File: src/rtl/reel_spinner.sv
// Four-reel digit generator for the slot-machine scorer.
// Reels start from LFSR-derived digits, spin, then stop left to right; the result is flagged on to_score.
module reel_spinner #(
    parameter int unsigned TICK_DIV = 1000000,
    parameter int unsigned MIN_SPIN = 100,
    parameter int unsigned STOP_GAP = 30
) (
    input  logic       clk,
    input  logic       rst,
    input  logic       spin_btn,
    input  logic       is_broke,
    output logic [6:0] num1,
    output logic [6:0] num2,
    output logic [6:0] num3,
    output logic [6:0] num4,
    output logic       to_score,
    output logic       spinning
);

    localparam int unsigned TW      = (TICK_DIV > 1) ? $clog2(TICK_DIV) : 1;
    localparam int unsigned CNT_MAX = (MIN_SPIN > STOP_GAP + 15) ? MIN_SPIN : STOP_GAP + 15;
    localparam int unsigned CW      = $clog2(CNT_MAX + 1);

    typedef enum logic [2:0] {
        S_IDLE,
        S_SPIN,
        S_STOP1,
        S_STOP2,
        S_STOP3,
        S_STOP4,
        S_RESULT
    } state_t;

    state_t        state;
    logic [TW-1:0] tick_cnt;
    logic          tick_c;
    logic [15:0]   lfsr;
    logic          btn_q;
    logic [CW-1:0] stop_cnt;
    logic [3:0]    reel     [4];
    logic [3:0]    reel_nxt [4];
    logic [3:0]    adv_c;
    logic          rise_c;
    logic          start_c;
    logic          cnt_zero_c;
    logic          stopping_c;
    logic [1:0]    stop_idx_c;
    logic [CW-1:0] reload_c;

    function automatic logic [3:0] mod10(input logic [3:0] n);
        return (n >= 4'd10) ? n - 4'd10 : n;
    endfunction

    function automatic logic [6:0] seg7(input logic [3:0] d);
        case (d)
            4'd0:    return 7'b1000000;
            4'd1:    return 7'b1111001;
            4'd2:    return 7'b0100100;
            4'd3:    return 7'b0110000;
            4'd4:    return 7'b0011001;
            4'd5:    return 7'b0010010;
            4'd6:    return 7'b0000010;
            4'd7:    return 7'b1111000;
            4'd8:    return 7'b0000000;
            4'd9:    return 7'b0010000;
            default: return 7'b1000000;
        endcase
    endfunction

    // Free-running reel step tick
    assign tick_c = (tick_cnt == TW'(TICK_DIV - 1));

    always_ff @(posedge clk) begin
        if (rst) begin
            tick_cnt <= '0;
        end else if (tick_c) begin
            tick_cnt <= '0;
        end else begin
            tick_cnt <= tick_cnt + TW'(1);
        end
    end

    // Fibonacci LFSR, taps 16,14,13,11, shifting toward bit 0
    always_ff @(posedge clk) begin
        if (rst) begin
            lfsr  <= 16'hACE1;
            btn_q <= 1'b0;
        end else begin
            lfsr  <= {lfsr[0] ^ lfsr[2] ^ lfsr[3] ^ lfsr[5], lfsr[15:1]};
            btn_q <= spin_btn;
        end
    end

    assign rise_c     = spin_btn & ~btn_q;
    assign start_c    = rise_c & ~is_broke & ((state == S_IDLE) | (state == S_RESULT));
    assign cnt_zero_c = (stop_cnt == '0);
    assign reload_c   = CW'(STOP_GAP) + CW'(lfsr[3:0]);

    always_comb begin
        stopping_c = 1'b0;
        stop_idx_c = 2'd0;
        case (state)
            S_STOP1: begin stopping_c = 1'b1; stop_idx_c = 2'd0; end
            S_STOP2: begin stopping_c = 1'b1; stop_idx_c = 2'd1; end
            S_STOP3: begin stopping_c = 1'b1; stop_idx_c = 2'd2; end
            S_STOP4: begin stopping_c = 1'b1; stop_idx_c = 2'd3; end
            default: ;
        endcase
    end

    // A reel advances on a tick unless it sits left of the stopping reel or is freezing now
    always_comb begin
        adv_c = 4'b0000;
        for (int k = 0; k < 4; k++) begin
            reel_nxt[k] = reel[k];
            adv_c[k] = tick_c & ((state == S_SPIN) |
                       (stopping_c & ((2'(k) > stop_idx_c) | ((2'(k) == stop_idx_c) & ~cnt_zero_c))));
            if (start_c) begin
                reel_nxt[k] = mod10(lfsr[4*k +: 4]);
            end else if (adv_c[k]) begin
                reel_nxt[k] = (reel[k] == 4'd9) ? 4'd0 : reel[k] + 4'd1;
            end
        end
    end

    always_ff @(posedge clk) begin
        if (rst) begin
            state    <= S_IDLE;
            stop_cnt <= '0;
            to_score <= 1'b0;
            spinning <= 1'b0;
            num1     <= 7'b1000000;
            num2     <= 7'b1000000;
            num3     <= 7'b1000000;
            num4     <= 7'b1000000;
            for (int k = 0; k < 4; k++) begin
                reel[k] <= 4'd0;
            end
        end else begin
            for (int k = 0; k < 4; k++) begin
                reel[k] <= reel_nxt[k];
            end
            num1 <= seg7(reel_nxt[0]);
            num2 <= seg7(reel_nxt[1]);
            num3 <= seg7(reel_nxt[2]);
            num4 <= seg7(reel_nxt[3]);
            case (state)
                S_IDLE, S_RESULT: begin
                    if (start_c) begin
                        state    <= S_SPIN;
                        stop_cnt <= CW'(MIN_SPIN);
                        to_score <= 1'b0;
                        spinning <= 1'b1;
                    end
                end
                S_SPIN, S_STOP1, S_STOP2, S_STOP3: begin
                    if (tick_c) begin
                        if (cnt_zero_c) begin
                            stop_cnt <= reload_c;
                            case (state)
                                S_SPIN:  state <= S_STOP1;
                                S_STOP1: state <= S_STOP2;
                                S_STOP2: state <= S_STOP3;
                                default: state <= S_STOP4;
                            endcase
                        end else begin
                            stop_cnt <= stop_cnt - CW'(1);
                        end
                    end
                end
                S_STOP4: begin
                    if (tick_c) begin
                        if (cnt_zero_c) begin
                            state    <= S_RESULT;
                            to_score <= 1'b1;
                            spinning <= 1'b0;
                        end else begin
                            stop_cnt <= stop_cnt - CW'(1);
                        end
                    end
                end
                default: begin
                    state    <= S_IDLE;
                    to_score <= 1'b0;
                    spinning <= 1'b0;
                end
            endcase
        end
    end

endmodule

File: config.mk
export PLATFORM = sky130hd
export DESIGN_NAME = reel_spinner
export DESIGN_NICKNAME = d
export VERILOG_FILES = /design/src/rtl/reel_spinner.sv
export SDC_FILE = /design/constraint.sdc
export NUM_CORES = 1
export LEC_CHECK = 0
export BUFFER_PORTS_ARGS = -buffer_cell sky130_fd_sc_hd__buf_2
export CAP_MARGIN = 25
export CORE_MARGIN = 5
export CORE_UTILIZATION = 60
export DETAILED_ROUTE_END_ITERATION = 10
export PLACE_DENSITY = 0.79
export SKIP_CTS_REPAIR_TIMING = 1
export SYNTH_ARGS = -nofsm -noshare
export SYNTH_HDL_FRONTEND = slang
export SYNTH_SLANG_ARGS = --single-unit
File: constraint.sdc
create_clock -name clk -period 3.8 [get_ports clk]
set_clock_uncertainty 0.2 [all_clocks]
set_input_delay 0.57 -clock clk [delete_from_list [all_inputs] [get_ports clk]]
set_output_delay 0.57 -clock clk [all_outputs]
set_load 0.005 [all_outputs]
# Yosys cells after proc, flatten, opt, wreduce, memory -nomap -nowiden
# Memory sizes are Yosys's and may differ from the RTL's. A register that Yosys moved wholly into a read port is not among the register bits.
# Cells that the tools add are included.
dict set report op_classes {
  add_sub_neg 11
  bitwise_logic 35
  mux 46
  reduce_logical 11
  order_cmp 8
  eq_ne 20
}
# cell count
set op_table {}
lappend op_table {{$mux 4} 20}
lappend op_table {{$mux 7} 5}
lappend op_table {{$pmux 7 s3} 1}
lappend op_table {{$add 20x1->20 const B} 1}
lappend op_table {{$eq 20x20->1 const B} 1}
lappend op_table {{$pmux 3 s3} 2}
lappend op_table {{$add 4x1->4 const B} 4}
lappend op_table {{$eq 4x4->1 const B} 4}
lappend op_table {{$ge 4x4->1 const B} 4}
lappend op_table {{$sub 4x4->4 const B} 4}
lappend op_table {{$and 1x1->1} 15}
lappend op_table {{$mux 3} 5}
lappend op_table {{$or 1x1->1} 13}
lappend op_table {{$ne 2x2->1 const B} 6}
lappend op_table {{$mux 1} 10}
lappend op_table {{$reduce_and 5->1} 2}
lappend op_table {{$eq 3x3->1 const B} 3}
lappend op_table {{$reduce_or 4->1} 2}
lappend op_table {{$logic_not 7->1} 1}
lappend op_table {{$sub 7x1->7 const B} 1}
lappend op_table {{$add 5x4->6 const A} 1}
lappend op_table {{$eq 3x2->1 const B} 2}
lappend op_table {{$pmux 1 s3} 2}
lappend op_table {{$pmux 2 s3} 1}
lappend op_table {{other kinds (12)} 21}
dict set report word_totals {
  register_bits 49
  memories 5
  rom_bits 448
  ram_bits 16
  word_cells 143
}
# memory depth word_bits read_ports rd_ports_with_merged_regs write_ports line
set mem_list {}
lappend mem_list {{(name not given)} 16 7 1 1 0 55} ;# case (d)
lappend mem_list {{(name not given)} 16 7 1 1 0 55}
lappend mem_list {{(name not given)} 16 7 1 1 0 55}
lappend mem_list {{(name not given)} 16 7 1 1 0 55}
lappend mem_list {reel 4 4 4 0 4 40} ;# logic [3:0] reel [4];

# Logic depth before layout (Yosys ltp)
dict set report depth {
  word_depth 11
  mapped_depth 12
  mapped_depth_nobuf 12
}

# Least setup slack after synthesis
# Ideal clock, no wire load.
dict set report synth_path {
  kind {in2reg}
  startpoint {input port is_broke}
  endpoint {register num4[4]}
  n_path_buf 4
  arrival_time_ns 3.007
  cell_stages 12
  setup_ns 0.087
  path_slack_ns 0.506
  required_time_ns 3.513
  path_cell_list {or3b_1 -> clkbuf_1 -> or3_1 -> clkbuf_1 -> buf_2 -> buf_2 -> nor2_1 -> a31o_2 -> inv_1 -> ha_1 -> or4_1 -> o31ai_1}
}
# element line
set synth_lines {}
lappend synth_lines {{start, declared} 11} ;# input logic is_broke,
lappend synth_lines {{end, declared} 15} ;# output logic [6:0] num4,

# Worst setup path after layout
dict set report layout_path {
  startpoint {register tick_cnt[0]}
  endpoint {register num3[4]}
}
dict set report layout_between {
  elab_chain_cells 4
}
# element line
set layout_rtl {}
lappend layout_rtl {{start, declared} 35} ;# logic [TW-1:0] tick_cnt;
lappend layout_rtl {{start signal, assigned} 79} ;# tick_cnt <= tick_cnt + TW'(1);
lappend layout_rtl {{$eq 20x20->1} 71} ;# assign tick_c = (tick_cnt == TW'(TICK_DIV - 1));
lappend layout_rtl {{$and 1x1->1} 116} ;# adv_c[k] = tick_c & ((state == S_SPIN) |
lappend layout_rtl {{$mux 4} 120} ;# end else if (adv_c[k]) begin
lappend layout_rtl {{$mux 4} 118} ;# if (start_c) begin
lappend layout_rtl {{end, declared} 14} ;# output logic [6:0] num3,
# No other way between the ends.
# A chain may end at the register's enable or synchronous reset.

==> results.sh <==
export IMPL_top_layer_used="met4"
export IMPL_cp_cell_sequence="ha_1, and4_1, nand2_1, nor4_1, xor2_1, mux2_2, inv_1, ha_1, or4b_1, o31ai_1"
export IMPL_cts_buffers=9
export IMPL_antenna_found_initial=0
export IMPL_syn_nets=599
export IMPL_holdPathStages=2
export IMPL_worstPathRequired_ns=3.88
export IMPL_synth_ff_type="dfxtp_1"
export IMPL_period_minus_slack_ns=3.407
export IMPL_path_clk_slew_ns=0.09
export IMPL_crit_type="flip-flop to flip-flop"
export IMPL_fin_crit_sh=0.8966
export IMPL_initial_core_util=0.6181
export IMPL_gp_congestion=0.8844
export IMPL_holdPathEnd="btn_q$_SDFF_PP0_"
export IMPL_cpMostUsedCell="ha_1"
export IMPL_tightest_slew_ns=0.7498
export IMPL_dieHeight_um=99.45
export IMPL_nets=625
export IMPL_grt_max_degree=56
export IMPL_clock_sinks=93
export IMPL_cts_tree="done"
export IMPL_synth_top_area_share=0.3878
export IMPL_fillers=639
export IMPL_ys_ff_latch=93
export IMPL_htree_levels=3
export IMPL_die_area_um2=9890
export IMPL_setup_ws_ns=0.3929
export IMPL_power_frac_seq=0.441
export IMPL_drive_above_1_share=0.1288
export IMPL_rsz0062_at_grt="no"
export IMPL_finalHoldViolCount=0
export IMPL_rr_endpoint="num3[4]$_SDFF_PP0_"
export IMPL_slowest_stage="nor4_1"
export IMPL_diodes=0
export IMPL_wl_met1_um=4527
export IMPL_pre_cts_ws_ns=0.3962
export IMPL_first_global_vias=3969
export IMPL_ys_warn_count=0
export IMPL_clock_latency_ns=0.36
export IMPL_run_status="complete, no violations"
export IMPL_end_kind="flip-flop"
export IMPL_dp_hpwl_um=7294
export IMPL_grt_overflow=0
export IMPL_leakage_nw=2.183
export IMPL_p_sw_uw=864.3
export IMPL_cts_root_buffer_cell="clkbuf_8"
export IMPL_sw_frac_of_total=0.3268
export IMPL_cp_data_arrival_time_ns=3.49
export IMPL_synth_area_leaders="dfxtp_1, ha_1, nor2_1"
export IMPL_wl_um=10190
export IMPL_drtIter0Drc=273
export IMPL_synth_area_um2=4801
export IMPL_slew_limit_headroom=0.5001
export IMPL_register_area_um2=1862
export IMPL_routedWlPerCell_um=14.56
export IMPL_syn_mean_instance_area_um2=8.452
export IMPL_fp_dieW_um=99.45
export IMPL_r2r_start="tick_cnt[0]$_SDFF_PP0_"
export IMPL_max_stage_delay_ns=0.53
export IMPL_r2r_slack_ns=0.39
export IMPL_wl_met3_um=494
export IMPL_startpoint_type="flip-flop"
export IMPL_wl_met2_um=4989
export IMPL_rows=32
export IMPL_synth_cell_types=69
export IMPL_finalMaxSlewViolations=0
export IMPL_combinationalPowerShare=0.285
export IMPL_peakVddDrop_v=0.0002908
export IMPL_p_clk_frac=0.274
export IMPL_maxCapViolCount=0
export IMPL_holdCritPathClass="input pin to flip-flop"
export IMPL_detail_route_antenna_nets=0
export IMPL_path_max_fanout=9
export IMPL_num_vias=4083
export IMPL_synth_area_leader_cell="dfxtp_1"
export IMPL_synth_edff_count=0
export IMPL_synth_most_common_cell="dfxtp_1"
export IMPL_first_pass_iters=5
export IMPL_yosysSeqAreaShare=0.3878
export IMPL_power_density_nw_per_um2=501.1
export IMPL_p_int_mw=1.780
export IMPL_gr_usage_all_layers=0.2193
export IMPL_worstHoldStart="spin_btn"
export IMPL_grt_pass1_wl_um=17940
export IMPL_area_delta_synth_final_pct=9.930
export IMPL_reg2reg_depth=10
export IMPL_ys_top_cells_by_count="dfxtp_1, nor2_1, inv_1, nand2_1"
export IMPL_io_buffers=33
export IMPL_setup_viol=0
export IMPL_io_pins=34
export IMPL_syn_inst=568
export IMPL_clk_path_buf_depth=2
export IMPL_core_um2=7767
export IMPL_remaining_drc_errors=0
export IMPL_tns_ns=0
export IMPL_multiInputGateArea_um2=2686
export IMPL_routed_via_density=5.833
export IMPL_ys_async_sr_fraction=0
export IMPL_max_freq_mhz=293.5
-- cells by family after synthesis --
family,share of synthesized area
AO/OA/AOI/OAI,0.1444
XOR/XNOR,0.05473
adder cells (fa/ha/maj),0.07037
buffers and inverters,0.05264
flip-flops,0.3878
multiplexers,0.03388
AND/OR/NAND/NOR,0.2562
-- worst max-delay path: cells and delay by family (launching register included) --
kind,cells,cell delay [ns]
AND/OR/NAND/NOR,4,1.74
buffers and inverters,1,0.10
XOR/XNOR,1,0.18
multiplexers,1,0.22
adder cells (fa/ha/maj),2,0.42
flip-flops,1,0.39
AO/OA/AOI/OAI,1,0.08
-- how the worst max path moves through the flow --
stage	startpoint	endpoint	slack [ns]	cells past startpoint
CTS	tick_cnt[0]$_SDFF_PP0_	num3[4]$_SDFF_PP0_	0.40	10
finish	tick_cnt[0]$_SDFF_PP0_	num3[4]$_SDFF_PP0_	0.39	10
floorplan	is_broke	num4[4]$_SDFF_PP0_	0.51	12
global placement	is_broke	num4[4]$_SDFF_PP0_	0.48	8
detailed placement	is_broke	num4[4]$_SDFF_PP0_	0.40	10
global route	tick_cnt[0]$_SDFF_PP0_	num3[4]$_SDFF_PP0_	0.14	10
-- layer usage --
metal,track usage,up-vias
li1,-,2058
met1,0.2691,1896
met2,0.3755,112
met3,0.04278,17
met4,0.09139,0
met5,0,-
-- stage by stage --
step,hold slack [ns],area [um2],instances,utilization,power (mW)
6_report,0.2269,5278,700,0.6794,2.645
5_1_grt,0.2400,5278,700,0.6794,2.820
4_1_cts,0.2113,5278,700,0.6794,2.662
3_5_place_dp,0.2235,5055,685,0.6508,1.934
3_3_place_gp,0.2238,5055,685,0.6508,1.905
2_1_floorplan,0.2086,4801,568,-,1.736
-- area by class of cell --
cell class / instances / share of cell area
multi-input cells: 411 / 0.5090
clock buffers: 10 / 0.02608
flip-flops and latches: 93 / 0.3528
repair buffers: 44 / 0.04694
well taps: 102 / 0.02418
inverters: 35 / 0.02489
clock inverters: 5 / 0.01612
-- state kept, by name (all words and copies together) (netlist names), 3 cells and up --
signal	cells
reel	16
num1	7
num2	7
state	3
lfsr	16
num3	7
stop_cnt	7
tick_cnt	20
num4	7
-- placed cells by master, fill, tap and decap left out, types with 3 or more instances in the layout --
cell and n:
dfxtp_1 93, nor2_1 73, inv_1 35, nand2_1 35
buf_2 33, a21oi_1 27, ha_1 27, o21ai_0 22
nand3_1 20, nor3_1 19, xnor2_1 17, nor4_1 17
mux2i_1 14, xor2_1 13, buf_4 11, clkbuf_8 10
o31ai_1 9, or3_1 8, and3_1 7, nor2b_1 7
and2_1 7, nand4_1 7, and4_1 6, or2_2 6
o211ai_1 4, a31oi_1 4, o31a_1 3, nand2b_1 3
o221ai_1 3, nor3b_1 3, a211oi_1 3
-- power groups by stage --
stage | clock network (mW) | logic [mW] | registers [mW]
after global routing | 0.788 | 0.848 | 1.18
final | 0.724 | 0.754 | 1.17
after global placement | 0 | 0.723 | 1.18
after detailed placement | 0 | 0.749 | 1.18
after floorplan | 0 | 0.588 | 1.15
after CTS | 0.745 | 0.752 | 1.16
Note: power is estimated with default switching activity, not from simulation.
